===== config.mk =====
export PLATFORM = sky130hd
export DESIGN_NAME = module_sequential_divider
export DESIGN_NICKNAME = d
export VERILOG_FILES = /design/src/rtl/module_sequential_divider.sv
export SDC_FILE = /design/constraint.sdc
export NUM_CORES = 1
export LEC_CHECK = 0
export ABC_AREA = 1
export BUFFER_PORTS_ARGS = -buffer_cell sky130_fd_sc_hd__clkbuf_2
export CORE_ASPECT_RATIO = 1.1
export CORE_MARGIN = 4
export CORE_UTILIZATION = 45
export CTS_BUF_LIST = sky130_fd_sc_hd__clkbuf_8
export DETAILED_ROUTE_END_ITERATION = 12
export SLEW_MARGIN = 20
export SYNTH_ARGS = -nofsm -noshare
export SYNTH_HDL_FRONTEND = slang
export SYNTH_SLANG_ARGS = --single-unit

===== constraint.sdc =====
create_clock -name clk_i -period 2.07 [get_ports clk_i]
set_clock_uncertainty 0.05 [all_clocks]
set_input_delay 0.207 -clock clk_i [delete_from_list [all_inputs] [get_ports clk_i]]
set_output_delay 0.207 -clock clk_i [all_outputs]
set_load 0.03 [all_outputs]

===== src/rtl/module_sequential_divider.sv =====
// Iterative restoring divider: one quotient bit per clock, MSB first, using a
// DIV_WIDTH+1-bit trial subtraction. Start/done handshake, one operation at a time.
// Optional feature macro: SIGNED_DIV_EN (two's-complement operands, truncating quotient,
// remainder carries the dividend's sign). Undefined -> unsigned only.
module module_sequential_divider #(
  parameter int unsigned DIV_WIDTH = 8
) (
  input  logic                 clk_i,
  input  logic                 rst_i,
  input  logic                 start_i,
  input  logic [DIV_WIDTH-1:0] dividend_i,
  input  logic [DIV_WIDTH-1:0] divisor_i,
  output logic                 busy_o,
  output logic                 done_o,
  output logic [DIV_WIDTH-1:0] quotient_o,
  output logic [DIV_WIDTH-1:0] remainder_o,
  output logic                 div_by_zero_o
);

  localparam int unsigned CntW = $clog2(DIV_WIDTH + 1);

  typedef enum logic [1:0] {StIdle, StCalc, StDone} state_e;

  state_e               r_state;
  logic [DIV_WIDTH-1:0] r_dvd;      // dividend shift register (magnitude when signed)
  logic [DIV_WIDTH-1:0] r_dvs;      // divisor (magnitude when signed)
  logic [DIV_WIDTH-1:0] r_rem;      // partial remainder, always < divisor
  logic [DIV_WIDTH-1:0] r_quo;      // quotient bits shifted in so far
  logic [CntW-1:0]      r_cnt;
  logic                 r_zero;     // latched divisor == 0
  logic                 r_busy;
  logic                 r_done;
  logic                 r_dbz;
  logic [DIV_WIDTH-1:0] r_quotient;
  logic [DIV_WIDTH-1:0] r_remainder;

  logic [DIV_WIDTH:0]   w_shift;
  logic [DIV_WIDTH:0]   w_trial;
  logic                 w_qbit;
  logic [DIV_WIDTH-1:0] w_rem_next;
  logic [DIV_WIDTH-1:0] w_quo_next;
  logic [DIV_WIDTH-1:0] w_q_final;
  logic [DIV_WIDTH-1:0] w_r_final;
  logic [DIV_WIDTH-1:0] w_dvd_abs;
  logic [DIV_WIDTH-1:0] w_dvs_abs;

  // One restoring step: shift in the next dividend bit, keep the difference if non-negative.
  assign w_shift    = {r_rem, r_dvd[DIV_WIDTH-1]};
  assign w_trial    = w_shift - {1'b0, r_dvs};
  assign w_qbit     = ~w_trial[DIV_WIDTH];
  assign w_rem_next = w_qbit ? w_trial[DIV_WIDTH-1:0] : w_shift[DIV_WIDTH-1:0];
  assign w_quo_next = {r_quo[DIV_WIDTH-2:0], w_qbit};

`ifdef SIGNED_DIV_EN
  logic r_neg_q;
  logic r_neg_r;

  // MIN stays MIN as an unsigned magnitude, so MIN / -1 naturally yields quotient MIN.
  assign w_dvd_abs = dividend_i[DIV_WIDTH-1] ? -dividend_i : dividend_i;
  assign w_dvs_abs = divisor_i[DIV_WIDTH-1] ? -divisor_i : divisor_i;
  assign w_q_final = r_neg_q ? -w_quo_next : w_quo_next;
  assign w_r_final = r_neg_r ? -w_rem_next : w_rem_next;

  // Result signs captured on the accepting edge.
  always_ff @(posedge clk_i) begin
    if (rst_i) begin
      r_neg_q <= 1'b0;
      r_neg_r <= 1'b0;
    end else if (r_state == StIdle && start_i) begin
      r_neg_q <= dividend_i[DIV_WIDTH-1] ^ divisor_i[DIV_WIDTH-1];
      r_neg_r <= dividend_i[DIV_WIDTH-1];
    end
  end
`else
  assign w_dvd_abs = dividend_i;
  assign w_dvs_abs = divisor_i;
  assign w_q_final = w_quo_next;
  assign w_r_final = w_rem_next;
`endif

  // Control FSM, datapath registers and registered outputs.
  always_ff @(posedge clk_i) begin
    if (rst_i) begin
      r_state     <= StIdle;
      r_dvd       <= '0;
      r_dvs       <= '0;
      r_rem       <= '0;
      r_quo       <= '0;
      r_cnt       <= '0;
      r_zero      <= 1'b0;
      r_busy      <= 1'b0;
      r_done      <= 1'b0;
      r_dbz       <= 1'b0;
      r_quotient  <= '0;
      r_remainder <= '0;
    end else begin
      unique case (r_state)
        StIdle: begin
          r_done <= 1'b0;
          if (start_i) begin
            // Zero-divisor path keeps the raw dividend: it is returned as the remainder.
            r_dvd  <= (divisor_i == '0) ? dividend_i : w_dvd_abs;
            r_dvs  <= w_dvs_abs;
            r_rem  <= '0;
            r_quo  <= '0;
            r_cnt  <= CntW'(DIV_WIDTH);
            r_zero <= (divisor_i == '0);
            r_dbz  <= 1'b0;
            r_busy <= 1'b1;
            r_state <= StCalc;
          end
        end
        StCalc: begin
          if (r_zero) begin
            // Divide by zero spends a single cycle here so done_o follows E0+1.
            r_quotient  <= '1;
            r_remainder <= r_dvd;
            r_dbz       <= 1'b1;
            r_done      <= 1'b1;
            r_state     <= StDone;
          end else begin
            r_rem <= w_rem_next;
            r_quo <= w_quo_next;
            r_dvd <= {r_dvd[DIV_WIDTH-2:0], 1'b0};
            r_cnt <= r_cnt - CntW'(1);
            if (r_cnt == CntW'(1)) begin
              r_quotient  <= w_q_final;
              r_remainder <= w_r_final;
              r_done      <= 1'b1;
              r_state     <= StDone;
            end
          end
        end
        StDone: begin
          r_done  <= 1'b0;
          r_busy  <= 1'b0;
          r_state <= StIdle;
        end
        default: begin
          r_done  <= 1'b0;
          r_busy  <= 1'b0;
          r_state <= StIdle;
        end
      endcase
    end
  end

  assign busy_o        = r_busy;
  assign done_o        = r_done;
  assign quotient_o    = r_quotient;
  assign remainder_o   = r_remainder;
  assign div_by_zero_o = r_dbz;

endmodule


# Yosys cells after proc, flatten, opt, wreduce, memory -nomap -nowiden
# Index checks and enable logic that the tools add are counted.
# op_classes
n_addsub	2
eq_ne	6
mux	27
bitwise	2
n_reduce_logical	11
# ops
cell	count
$mux 8	9
$pmux 8 s2	2
$pmux 7 s2	1
$sub 9x8->9	1
$logic_not 8->1	1
$mux 4	2
$pmux 4 s2	1
$reduce_and 2->1	4
$mux 7	1
$mux 2	3
$ne 2x2->1 const B	3
$reduce_and 3->1	2
$mux 1	5
$eq 4x1->1 const B	1
$pmux 1 s2	2
$pmux 2 s2	1
$reduce_bool 2->1	2
$sub 4x1->4 const B	1
$ne 3x3->1 const B	1
$eq 2x1->1 const B	1
$logic_not 2->1	1
$not 1->1	2
$reduce_or 2->1	1
# word_totals
register_bits	57
output_inout_bits	19
word_cells	60

# Depth between registers and ports, before layout
# Gate-level depths: netlist (run 1).
# logic_depth
ltp_word	4
mapped_depth	14

# Worst setup path after synthesis (run 1)
# Ideal clock, no wire load.
# synth_path
path_kind	reg-to-reg
from	reg r_dvd[7]
to	reg r_remainder[0], in the netlist remainder_o[0]
setup_ps	133
t_arrival_ps	1709
required_time_ps	1887
slack_ps	178
stages_incl_launch_ff	15
period_less_slack_ps	1892
path_cell_list	dfxtp_1 > inv_1 > ha_1 > inv_1 > fa_1 > nand2_1 > nand2_1 > nand3_4 > nand2_4 > nand2_4 > nand2_8 > nand2_2 > nand3_1 > nand2_1 > a21oi_2
# synth_via
elab_chain_len	4
# synth_rtl
item	line_no	source
start, declared	25	logic [DIV_WIDTH-1:0] r_dvd;
start signal, assigned	102	r_dvd <= (divisor_i == '0) ? dividend_i : w_dvd_abs;
start signal, assigned	124	r_dvd <= {r_dvd[DIV_WIDTH-2:0], 1'b0};
$sub 9x8->9	49	assign w_trial = w_shift - {1'b0, r_dvs};
$mux 8 *	51	assign w_rem_next = w_qbit ? w_trial[DIV_WIDTH-1:0] : w_shift[DIV_WIDTH-1:0];
$mux 8 *	126	if (r_cnt == CntW'(1)) begin
$mux 8 *	114	if (r_zero) begin
end signal, assigned	117	r_remainder <= r_dvd;
end signal, assigned	128	r_remainder <= w_r_final;
end, declared	35	logic [DIV_WIDTH-1:0] r_remainder;
# Every way passes the cells marked *; elsewhere a longest branch is shown, timed or not. The select of a mux whose other input is x is not followed.
# A chain may end at the register's enable or synchronous reset.

# Worst setup path after layout (run 1)
# layout_path
from	reg r_dvd[7]
to	reg r_remainder[5], in the netlist remainder_o[5]
# layout_via
elab_chain_len	4
# layout_rtl
item	line_no
$sub 9x8->9	49
$mux 8	51
$mux 8	126
$mux 8	114
# No other way between the ends. The select of a mux whose other input is x is not followed.

==> results list, run 1 <==
- Gr ovfl total: 0
* Post-synthesis async set-or-reset flop share: 0%
- Dividing the final minimum period by the clock period gives ~93%.
* Maximum operating frequency: slightly above 500 MHz
- Arrival time at the worst endpoint: around 2.1 ns
- Final count of pins violating max slew: 0
* R2R Path End: remainder_o[5]$_SDFFE_PP0P_
- Cell Area, Synth: just under 3000 sq um
* Largest stage delay on the critical path: around 0.35 ns
* Destination of the critical timing path: remainder_o[5]$_SDFFE_PP0P_
- Counting flops and latches in the post-synthesis netlist gives 57.
* Fillers: 616
* Mean area per synthesized cell: about 7.5 sq um
- Final-stage net count: roughly 470
- For this design the ratio of total power to cell area is 916 nW/um^2.
- Wire length of the first global-routing pass: 11.9 mm
- Crit path launch type: flip-flop
- Bufs on Longest Clock Path: 2
* Transition time of the tightest slew-check pin: roughly 0.44 ns
- Detailed Place HPWL: 5.19 mm
- Run status: finished, final reports clean
- In the routed layout, each cell is associated on average with a via count of approximately 5.0.
- Die area: 7910 sq um
- The worst path needs between 1.5 and 2 ns of the cycle, external delays included.
- The worst register-to-register path begins at r_dvd[7]$_SDFFE_PP0P_.
* CP Cell Sequence: inv_1 > ha_1 > inv_1 > fa_2 > nand2_1 > nand2_2 > nand3_4 > nand2_4 > nand2_8 > nand2_8 > nand2_2 > nand3_1 > nand2_1 > a21oi_2
* Final Power: 3.20 mW
- Synth warnings: 0
* Clock root buffer: sky130_fd_sc_hd__clkbuf_8
* Number of instances in the synthesized netlist: between 300 and 400
- During placement, the flow inserted port buffers numbering 37.
- Measured in cells, the most critical reg-to-reg path has a length of 14.
- From bottom edge to top edge, the die measures slightly above 90 um.
- Setup total negative slack on the finished layout was measured at 0 ns.
- STA classifies the critical path endpoint as a flip-flop.
* Crit Path Max Fanout: 8
- Post-place instance area: around 3200 sq um
* Vias: 2627
* Worst setup slack after layout: 0.143 ns
- At the end of routability-driven placement, the weighted congestion stood at approximately 0.82.
- The number of endpoints with negative hold slack in the final report is 0.
* Leakage: around 1.6 nW
* Slowest cell on the critical path: sky130_fd_sc_hd__fa_2
- Via count of the first global-routing pass: 2455
- Register-to-Register Setup Slack: roughly 0.14 ns
- CTS tree: built
* Number of buffers inserted during clock tree synthesis: 9
- At the later pin of the worst-skew pair, clock insertion delay measures between 0.3 and 0.4 ns.
* Effective utilization at floorplan: roughly 47%
* Largest cells by area after synthesis: sky130_fd_sc_hd__dfxtp_1 39%, sky130_fd_sc_hd__nand2_1 14%, sky130_fd_sc_hd__inv_1 5.6%
- The post-route netlist has between 20% and 30% of its cells at a drive strength greater than 1.
- After clock tree synthesis, the clock-pin slew on the worst setup and hold paths is ~0.07 ns.
- The most used flip-flop cell after synthesis is sky130_fd_sc_hd__dfxtp_1.
- Counting every net in the synthesized netlist gives ~420.
- Number of flops mapped to enable cells by yosys: 0
- Cell type with the highest aggregate area in the netlist: sky130_fd_sc_hd__dfxtp_1
* Setup repair bufs after CTS: 0
* I/O pin count: 38
- The floorplan step set the die width to 85.2 um.
* Overall routed net length: 7.12 mm
- In the final routed layout, each cell accounts on average for ~14 um.
* Critical setup path kind: reg -> reg
- Compared with the post-synthesis result, the final layout area differs by 18.4%.
* Core area: between 6000 and 7000 sq um
- Multi-input logic area: between 1500 and 2000 sq um
- CTS sink cnt: between 50 and 60
- Tracing the worst setup path back leads to its startpoint at r_dvd[7]$_SDFFE_PP0P_.
- After synthesis, the largest area contributor takes up between 30% and 40% of total cell area.
- Of the synthesized area, sequential elements account for between 30% and 40%.
* Kind of path behind the tightest hold check: in -> reg
- Data on the critical path is required at its endpoint by around 2.2 ns.
- Unique cell type count in the Yosys netlist: 34
- Count of unresolved DRC violations after routing: 0
- Worst supply voltage drop on vdd: 0.392 mV
- Setup violations remaining at the end of the flow were counted as 0.
* FF/Latch Area: between 1000 and 1500 sq um
* Max-Cap Viols: 0
- For this block, the initial DRC count from the detailed router was about 150.
- The initial antenna violation count came to 0.
* DP Worst Slack: ~0.013 ns
* Number of standard-cell rows in the floorplan: 30
- Final standard cell area without fillers: 3490 sq um
- Number of antenna-violating nets in the routed design: 0
- # diodes: 0
- The first detailed-routing pass took 5 iterations.
- Hold Worst Slack: about 0.054 ns
- Maximum number of pins on one net before global-route repair: 27
- Across every metal layer, demand over resource in global routing totals about a fifth.
- Clock H-tree levels: 3
* Max_slew headroom: 70.3%
==> worst min path at each step <==
| stage | startpoint | end | slack [ns] | cells after the start |
|---|---|---|---|---|
| after floorplan | divisor_i[4] | r_dvs[4]$_SDFFE_PP0P_ | 0.30 | 2 |
| after global placement | divisor_i[4] | r_dvs[4]$_SDFFE_PP0P_ | 0.40 | 3 |
| after detailed placement | divisor_i[4] | r_dvs[4]$_SDFFE_PP0P_ | 0.40 | 3 |
| after CTS | divisor_i[4] | r_dvs[4]$_SDFFE_PP0P_ | 0.05 | 3 |
| after global routing | divisor_i[4] | r_dvs[4]$_SDFFE_PP0P_ | 0.06 | 3 |
| final | dividend_i[0] | r_dvd[0]$_SDFFE_PP0P_ | 0.05 | 3 |
==> cell usage after synthesis, types with 2 or more instances <==
cell type,n
sky130_fd_sc_hd__nand2_1,109
sky130_fd_sc_hd__dfxtp_1,57
sky130_fd_sc_hd__inv_1,44
sky130_fd_sc_hd__a21oi_1,29
sky130_fd_sc_hd__nand3_1,24
sky130_fd_sc_hd__nor2_1,24
sky130_fd_sc_hd__o21ai_0,19
sky130_fd_sc_hd__nand2_2,11
sky130_fd_sc_hd__ha_1,10
sky130_fd_sc_hd__a21oi_2,9
sky130_fd_sc_hd__a31oi_1,7
sky130_fd_sc_hd__o221a_2,7
sky130_fd_sc_hd__clkbuf_1,5
sky130_fd_sc_hd__inv_2,5
sky130_fd_sc_hd__buf_2,3
sky130_fd_sc_hd__nand2_4,3
sky130_fd_sc_hd__buf_6,2
sky130_fd_sc_hd__clkbuf_8,2
sky130_fd_sc_hd__nand3_4,2
sky130_fd_sc_hd__nand4_1,2
sky130_fd_sc_hd__nor2_4,2
sky130_fd_sc_hd__nor2_8,2
sky130_fd_sc_hd__xor2_1,2
==> where the power goes <==
part / internal [mW] / switching [mW]
clock: 0.617 / 0.463
sequential: 1.17 / 0.0555
combinational: 0.319 / 0.571
total: 2.11 / 1.09
==> layout make-up <==
| type | count | share of cell area [%] |
|---|---|---|
| Clock buffer | 11 | 4.34 |
| Sequential cell | 57 | 32.7 |
| Clock inverter | 5 | 1.58 |
| Tap cell | 80 | 2.87 |
| Inverter | 49 | 5.27 |
| Timing Repair Buffer | 47 | 7.46 |
| Multi-Input combinational cell | 273 | 45.8 |
==> cells in the final DEF (no fill, tap or decap), types with 3 or more instances in the layout <==
cell	Yosys	routed
sky130_fd_sc_hd__nand2_1	109	107
sky130_fd_sc_hd__dfxtp_1	57	57
sky130_fd_sc_hd__inv_1	44	45
sky130_fd_sc_hd__clkbuf_2	0	37
sky130_fd_sc_hd__a21oi_1	29	29
sky130_fd_sc_hd__nor2_1	24	24
sky130_fd_sc_hd__nand3_1	24	23
sky130_fd_sc_hd__o21ai_0	19	19
sky130_fd_sc_hd__nand2_2	11	13
sky130_fd_sc_hd__clkbuf_8	2	11
sky130_fd_sc_hd__buf_4	0	10
sky130_fd_sc_hd__a21oi_2	9	9
sky130_fd_sc_hd__a31oi_1	7	7
sky130_fd_sc_hd__o221a_2	7	7
sky130_fd_sc_hd__ha_1	10	7
sky130_fd_sc_hd__inv_2	5	5
sky130_fd_sc_hd__ha_4	0	3
==> cell families after synthesis <==
logic type                 Yosys count  share of synthesized area, %
xor gates and xnor gates             2                         0.595
buffers and inverters               61                          9.09
and+or+nand+nor                    184                          29.9
adders and majority gates           11                          4.93
DFF                                 57                          38.7
AOI/OAI and AO/OA                   76                          16.8
==> flip-flops by register name (all words and copies together), names as in the netlist <==
name and cells:
quotient_o 8, r_state 2, busy_o 1, r_cnt 4
div_by_zero_o 1, r_quo 7, remainder_o 8, r_dvs 8
done_o 1, r_rem 8, r_zero 1, r_dvd 8
==> metrics by stage <==
stage                     instances  util (%)
final                           522      55.6
after floorplan                 391         -
after global routing            522      55.6
after detailed placement        506      51.4
after global placement          506      51.4
after CTS                       522      54.7
==> critical path, delay by kind of cell, from the launching register on <==
family	cells	cell delay (ns)
buffers and inverters	2	0.12
AND/OR/NAND/NOR	9	0.80
flip-flops	1	0.31
adder cells (fa/ha/maj)	2	0.49
AO/OA/AOI/OAI	1	0.05
==> layer usage <==
| layer | routed length (um) | global-route usage, % |
|---|---|---|
| met2 | 3180 | 28.8 |
| met1 | 3520 | 26.3 |
| met5 | 0 | 0 |
| met4 | 92 | 6.73 |
| met3 | 330 | 4.27 |
==> repair_timing <==
item                       in CTS  in global routing
setup endpoints to repair       0                 17
gates resized for setup         0                  8
hold endpoints to repair        0                  0
hold buffers                    0                  0
(Power assumes the default switching activity.)
==> inputs of run 2 (changes only) <==
==> constraint.sdc (replaced) <==
create_clock -name clk_i -period 2.4 [get_ports clk_i]
set_clock_uncertainty 0.05 [all_clocks]
set_input_delay 0.24 -clock clk_i [delete_from_list [all_inputs] [get_ports clk_i]]
set_output_delay 0.24 -clock clk_i [all_outputs]
set_load 0.03 [all_outputs]
==> results list, run 2 (synthesized netlist as in run 1, its figures left out) <==
- The total CTS buffers came to 9 (unchanged).
* I/O pin count: 38 (unchanged)
- Leaving out fill and tap cells, the most frequent cell in the layout is sky130_fd_sc_hd__nand2_1.
* Met2 GRT Util: 27.2% (-1.6 points)
- The run finished with clean final reports.
* Hold Path Origin: divisor_i[4]
* Worst hold stages: 3 (unchanged)
- The time the final worst path needs with I/O delays and setup is 2.06 ns (+0.135 ns).
* Fin crit share: 85.9% (-7.2 points)
- Critical setup path kind: reg -> reg
* Crit path launch type: flip-flop
- Compared with the post-synthesis result, the final layout area differs by 14.2%.
* Average via count per standard cell: 4.94 (-1.8%)
- The remaining max-slew budget at the tightest pin came to 69.1% (-1.3 points).
- Chip height: 92.9 um (unchanged)
* Vias: 2554 (-2.8%)
- The met1 layer usage reported by global route was 25.2% (-1.1 points).
- The number of hold-repair buffers added at the cts stage is 0 (unchanged).
* WL per Instance: 13.1 um (-4.0%)
- The met3 demand-to-capacity share in global routing is 4.00% (-0.27 points).
- The setup slack of the worst register-to-register path was 0.34 ns (+0.19 ns).
- Maximum number of pins on one net before global-route repair: 27 (unchanged)
- The highest ir drop seen on vdd was 0.464 mV (+18%).
- Worst setup path start: r_dvd[7]$_SDFFE_PP0P_
* Most frequent cells in the layout: 109 x sky130_fd_sc_hd__nand2_1, 57 x sky130_fd_sc_hd__dfxtp_1, 44 x sky130_fd_sc_hd__inv_1
- The accumulated negative setup slack came to 0 ns (unchanged).
- Hold Path Sink: r_dvs[4]$_SDFFE_PP0P_
- Bufs on Longest Clock Path: 2 (unchanged)
- The overall overflow remaining after global route came to 0 (unchanged).
- The core area came to 6270 sq um (unchanged).
- Leakage: 1.58 nW (-3.0%)
- Post-place instance area: 3190 sq um (-1.2%)
- Number of hold-slack violations in the final timing report: 0 (unchanged)
- The number of iterations in the first detailed-routing pass came to 4 (-1).
- In this run the critical register-to-register path is launched from r_dvd[7]$_SDFFE_PP0P_.
- Number of I/O port buffers: 37 (unchanged)
- The setup violation total in the final timing report was 0 (unchanged).
* Clock H-tree levels: 3 (unchanged)
- The data required time of the worst path was 2.56 ns (+0.32 ns).
- The global routing stage identified its most utilized layer as met2.
- Worst skew pair latency: 0.33 ns (about the same)
- The arrival time of the worst setup path was 2.23 ns (+0.13 ns).
- The buffer count from post-CTS setup fixing is 0 (unchanged).
* Number of antenna violations at the first check in global routing: 0 (unchanged)
- Share of cells above drive strength 1: 23.6% (-2.2 points)
- The total wire length after detailed routing is 6.77 mm (-4.9%).
- Maximum operating frequency: 485 MHz (-6.6%)
* Count of unresolved DRC violations after routing: 0 (unchanged)
- The post-detailed-route count of antenna-violating nets is 0 (unchanged).
* Power density over cell area: 766 nW/um^2 (-16%)
- # diodes: 0 (unchanged)
* Max-Cap Viols: 0 (unchanged)
- Detailed Place HPWL: 4.96 mm (-4.4%)
- The first-pass GRT wire length was 11.4 mm (-3.8%).
* GR Util All Layers: 18.2% (-0.77 points)
- Via count of the first global-routing pass: 2382 (-3.0%)
* Final standard cell area without fillers: 3370 sq um (-3.5%)
- The hold slack was 0.0915 ns (+0.0373 ns).
* Final count of pins violating max slew: 0 (unchanged)
- The final estimated routing congestion in global placement is 0.811 (-0.53%).
- In this run the critical register-to-register path is captured at remainder_o[0]$_SDFFE_PP0P_.
- The initial standard-cell utilization of the core is 47.0% (unchanged).
- STA classifies the critical path endpoint as a flip-flop.
- Final Power: 2.58 mW (-19%)
- CTS tree: built
- The number of cells on the worst reg-to-reg path came to 14 (unchanged).
* Crit Path Max Fanout: 8 (unchanged)
- Clock root buffer: sky130_fd_sc_hd__clkbuf_8
- Kind of path behind the tightest hold check: in -> reg
- Drt initial violations: 111 (-26%)
* Unrepaired setup endpoints after global routing: no
* Die area: 7910 sq um (unchanged)
* Post-CTS resize count: 0 (unchanged)
- Final-stage net count: 462 (-1.1%)
- Clock slew at reported path FFs: 0.07 ns (about the same)
- The pin slew with the least headroom to its limit is 0.464 ns (+0.0189 ns).
- Number of standard-cell rows in the floorplan: 30 (unchanged)
* CTS sink cnt: 57 (unchanged)
- The width of the die is 85.2 um (unchanged).
-- run 2: cell count changes in the layout (fill, tap and decap cells not counted), sizes merged --
cell      change
buf           -5
bufinv        -1
clkbuf        -1
clkinvlp      +1
clkinv        +1
-- run 2: per-layer routing --
layer	up-vias	wire length (um)
met5	-	0
met4	0	112
met3	11	263
met2	44	3020
met1	1140	3380
li1	1359	-
-- run 2: worst max-delay path by stage --
stage	to	slack [ns]	cells after the start
6_report	remainder_o[0]$_SDFFE_PP0P_	0.34	14
5_1_grt	r_rem[1]$_SDFFE_PP0P_	0.17	13
4_1_cts	remainder_o[0]$_SDFFE_PP0P_	0.34	14
3_5_place_dp	remainder_o[0]$_SDFFE_PP0P_	0.34	14
3_3_place_gp	remainder_o[0]$_SDFFE_PP0P_	0.37	14
2_1_floorplan	remainder_o[0]$_SDFFE_PP0P_	0.51	14
-- run 2: power by group --
group / total (mW) / switching [mW] / leakage [nW] / internal [mW]
registers: 1.06 / 0.0450 / 0.465 / 1.01
clock network: 0.813 / 0.409 / 0.0887 / 0.404
logic: 0.709 / 0.463 / 1.03 / 0.246
-- run 2: final cells by class --
class | count | area (sq um)
tap | 80 | 100
sequential | 57 | 1140
fill | 619 | 2900
clock buffer | 10 | 138
inverter | 49 | 184
clock inverter | 6 | 42.5
timing repair buffer | 42 | 223
multi-input combinational | 273 | 1540
-- run 2: stage by stage --
stage | utilization [%] | worst slack (ns) | cells
final | 53.7 | 0.337 | 517
after global routing | 53.7 | 0.167 | 517
after CTS | 53.7 | 0.338 | 517
after detailed placement | 50.8 | 0.338 | 501
after global placement | 50.8 | 0.369 | 501
after floorplan | - | 0.508 | 391
-- run 2: critical path, stage by stage, from the launching register on --
cell                      delay (ns)
sky130_fd_sc_hd__dfxtp_1        0.34
sky130_fd_sc_hd__inv_1          0.07
sky130_fd_sc_hd__ha_1           0.13
sky130_fd_sc_hd__inv_1          0.06
sky130_fd_sc_hd__fa_1           0.39
sky130_fd_sc_hd__nand2_1        0.08
sky130_fd_sc_hd__nand2_1        0.12
sky130_fd_sc_hd__nand3_4        0.14
sky130_fd_sc_hd__nand2_4        0.07
sky130_fd_sc_hd__nand2_4        0.12
sky130_fd_sc_hd__nand2_8        0.09
sky130_fd_sc_hd__nand2_2        0.07
sky130_fd_sc_hd__nand3_1        0.06
sky130_fd_sc_hd__nand2_1        0.10
sky130_fd_sc_hd__a21oi_2        0.05
==> inputs of run 3 (changes only) <==
--- a/config.mk
+++ b/config.mk
@@ -9,7 +9,7 @@
 export BUFFER_PORTS_ARGS = -buffer_cell sky130_fd_sc_hd__clkbuf_2
 export CORE_ASPECT_RATIO = 1.1
 export CORE_MARGIN = 4
-export CORE_UTILIZATION = 45
+export CORE_UTILIZATION = 25
 export CTS_BUF_LIST = sky130_fd_sc_hd__clkbuf_8
 export DETAILED_ROUTE_END_ITERATION = 12
 export SLEW_MARGIN = 20
==> results list, run 3 (synthesized netlist as in run 1, its figures left out) <==
- Max-Cap Viols: 0 (unchanged)
- Number of cells on the worst reg-to-reg path: 14 (unchanged)
* WL per Instance: 12.3 um (-6.2%)
* Count of unresolved DRC violations after routing: 0 (unchanged)
* Cell with the most instances on the worst path: sky130_fd_sc_hd__nand2_1
- The proportion of layout cells with a drive suffix above 1 was 23.0% (-0.58 points).
- The core area came to 11500 sq um (+83%).
* Maximum operating frequency: 466 MHz (-3.9%)
* Crit Path Max Fanout: 8 (unchanged)
- The number of global-route vias before repair was 2505 (+5.2%).
- The TritonCTS sink count is 57 (unchanged).
- Worst supply voltage drop on vdd: 0.432 mV (-6.9%)
- Overall routed net length: 7.19 mm (+6.1%)
- Clock root buffer: sky130_fd_sc_hd__clkbuf_8
- Most frequent cells in the layout: 109 x sky130_fd_sc_hd__nand2_1, 57 x sky130_fd_sc_hd__dfxtp_1, 45 x sky130_fd_sc_hd__inv_1
- CP Cell Sequence: inv_1 > ha_1 > inv_1 > fa_1 > nand2_1 > nand2_1 > nand3_4 > nand2_4 > nand2_4 > nand2_8 > nand2_2 > nand3_1 > nand2_1 > a21oi_2
- The non-filler instance count after layout came to 585 (+13%).
- Data required time of the critical path: 2.57 ns (about the same)
- Slowest cell on the critical path: sky130_fd_sc_hd__fa_1
- Number of placed cells counting well taps: 569 (+14%)
* Placer Congestion: 0.825 (+1.8%)
- Vias: 2598 (+1.7%)
* Critical register-to-register path startpoint: r_dvd[7]$_SDFFE_PP0P_
- The vertical die dimension came to 122 um (+31%).
- The max-slew violation count is 0 (unchanged).
- GR Util All Layers: 11.1% (-7.1 points)
* Die area: 13600 sq um (+72%)
- The accumulated negative setup slack is 0 ns (unchanged).
- The remaining max-slew budget at the tightest pin came to 57.1% (-12 points).
* Final-stage net count: 460 (-0.43%)
* Wire length of the first global-routing pass: 12.2 mm (+7.1%)
- The width of the die is 112 um (+31%).
- TritonCTS built the clock tree.
- Largest stage delay on the critical path: 0.40 ns (about the same)
- The maximum buffer depth of the clock tree was 2 (unchanged).
- The post-detailed-route count of antenna-violating nets was 0 (unchanged).
* Clock slew at reported path FFs: 0.07 ns (about the same)
- Setup repair after global routing left no endpoint under its margin.
- Number of hold-slack violations in the final timing report: 0 (unchanged)
- Effective utilization at floorplan: 25.6% (-21 points)
* Kind of path behind the tightest hold check: in -> reg
- Number of I/O port buffers: 37 (unchanged)
- Fillers: 1276 (+110%)
* Post-place instance area: 3260 sq um (+2.3%)
- Average via count per standard cell: 4.44 (-10%)
* Post-CTS resize count: 0 (unchanged)
- Count of hold buffers inserted by post-cts repair: 0 (unchanged)
* Number of antenna violations at the first check in global routing: 0 (unchanged)
- Worst skew pair latency: 0.34 ns (about the same)
* R2R Path End: remainder_o[6]$_SDFFE_PP0P_
- The setup path with the least slack is of type reg -> reg.
- The power density normalized to cell area was 741 nW/um^2 (-3.2%).
- The setup slack of the worst register-to-register path is 0.25 ns (-0.08 ns).
* # diodes: 0 (unchanged)
* Total iterations of the first detailed-routing run: 5 (+1)
* Min cycle time layout: 2.15 ns (+0.0847 ns)
* Area growth, synth to finish: 16.1%
* Clock H-tree levels: 3 (unchanged)
* Hold Worst Slack: 0.0794 ns (-0.0121 ns)
* Destination of the critical timing path: remainder_o[6]$_SDFFE_PP0P_
* Setup repair bufs after CTS: 0 (unchanged)
- The total I/O pin count came to 38 (unchanged).
* Transition time of the tightest slew-check pin: 0.643 ns (+0.180 ns)
- Final standard cell area without fillers: 3420 sq um (+1.6%)
* Crit path launch type: flip-flop
- Worst setup path start: r_dvd[7]$_SDFFE_PP0P_
* Fin crit share: 89.5% (+3.5 points)
* Run status: finished, final reports clean
- The total CTS buffers is 9 (unchanged).
- The worst setup path is captured at a flip-flop.
- The initial detailed-routing violation count came to 164 (+48%).
- The arrival time of the worst setup path is 2.32 ns (+0.09 ns).
- The pin count of the biggest net entering global routing came to 27 (unchanged).
- Number of failing setup endpoints in the final timing report: 0 (unchanged)
- Post-route core utilization: 29.8% (-24 points)
- The row count was 41 (+37%).
- The overall overflow remaining after global route was 0 (unchanged).
- The leakage power was 1.57 nW (-0.79%).
* Leading cell type in the layout, fill and taps excluded: sky130_fd_sc_hd__nand2_1
* Detailed Place HPWL: 5.35 mm (+7.9%)
-- run 3: changes by cell type in the layout (fill, tap and decap cells not counted) --
cell / previous run / this run
sky130_fd_sc_hd__buf_4: 5 / 3
sky130_fd_sc_hd__clkinv_2: 2 / 4
sky130_fd_sc_hd__clkbuf_8: 10 / 9
sky130_fd_sc_hd__inv_1: 44 / 45
sky130_fd_sc_hd__inv_6: 1 / 0
sky130_fd_sc_hd__clkinv_4: 1 / 0
-- run 3: worst max-delay path, delay by kind of cell, from the launching register on --
kind	cells	cell delay (ns)
AND/OR/NAND/NOR	9	0.92
adder cells (fa/ha/maj)	2	0.54
flip-flops	1	0.34
buffers and inverters	2	0.14
AO/OA/AOI/OAI	1	0.05
-- run 3: where the power goes --
group	switching [mW]	internal [mW]
combinational	0.478	0.243
sequential	0.0446	1.01
clock	0.397	0.362
total	0.920	1.62
-- run 3: stage by stage --
stage               worst slack, ns  power [mW]
floorplan                     0.508        1.64
global placement              0.304        1.79
detailed placement            0.275        1.80
CTS                           0.261        2.56
global route                 0.0598        2.71
finish                        0.253        2.54
-- run 3: area by class of cell --
class                   count  area [sq um]  area share, %
inverters                  49           184           5.38
flip-flops and latches     57          1140           33.4
repair buffers             40           208           6.07
clock inverters             7          38.8           1.13
well taps                 150           188           5.49
clock buffers               9           124           3.62
multi-input cells         273          1540           45.0
-- run 3: how the worst min path moves through the flow --
stage                                      from                     to  slack, ns  cells after the start
after floorplan                    divisor_i[4]  r_dvs[4]$_SDFFE_PP0P_       0.34                      2
after global placement    r_quo[6]$_SDFFE_PP0P_  r_quo[6]$_SDFFE_PP0P_       0.41                      2
after detailed placement  r_quo[6]$_SDFFE_PP0P_  r_quo[6]$_SDFFE_PP0P_       0.41                      2
after CTS                         dividend_i[0]  r_dvd[0]$_SDFFE_PP0P_       0.06                      3
after global routing              dividend_i[0]  r_dvd[0]$_SDFFE_PP0P_       0.07                      3
final                             dividend_i[0]  r_dvd[0]$_SDFFE_PP0P_       0.08                      3
-- run 3: metal layers --
layer	vias to the layer above	wire length, um	track usage [%]
li1	1350	-	-
met5	-	0	0
met2	52	3410	18.3
met1	1183	3350	13.8
met4	0	131	4.41
met3	13	296	2.88
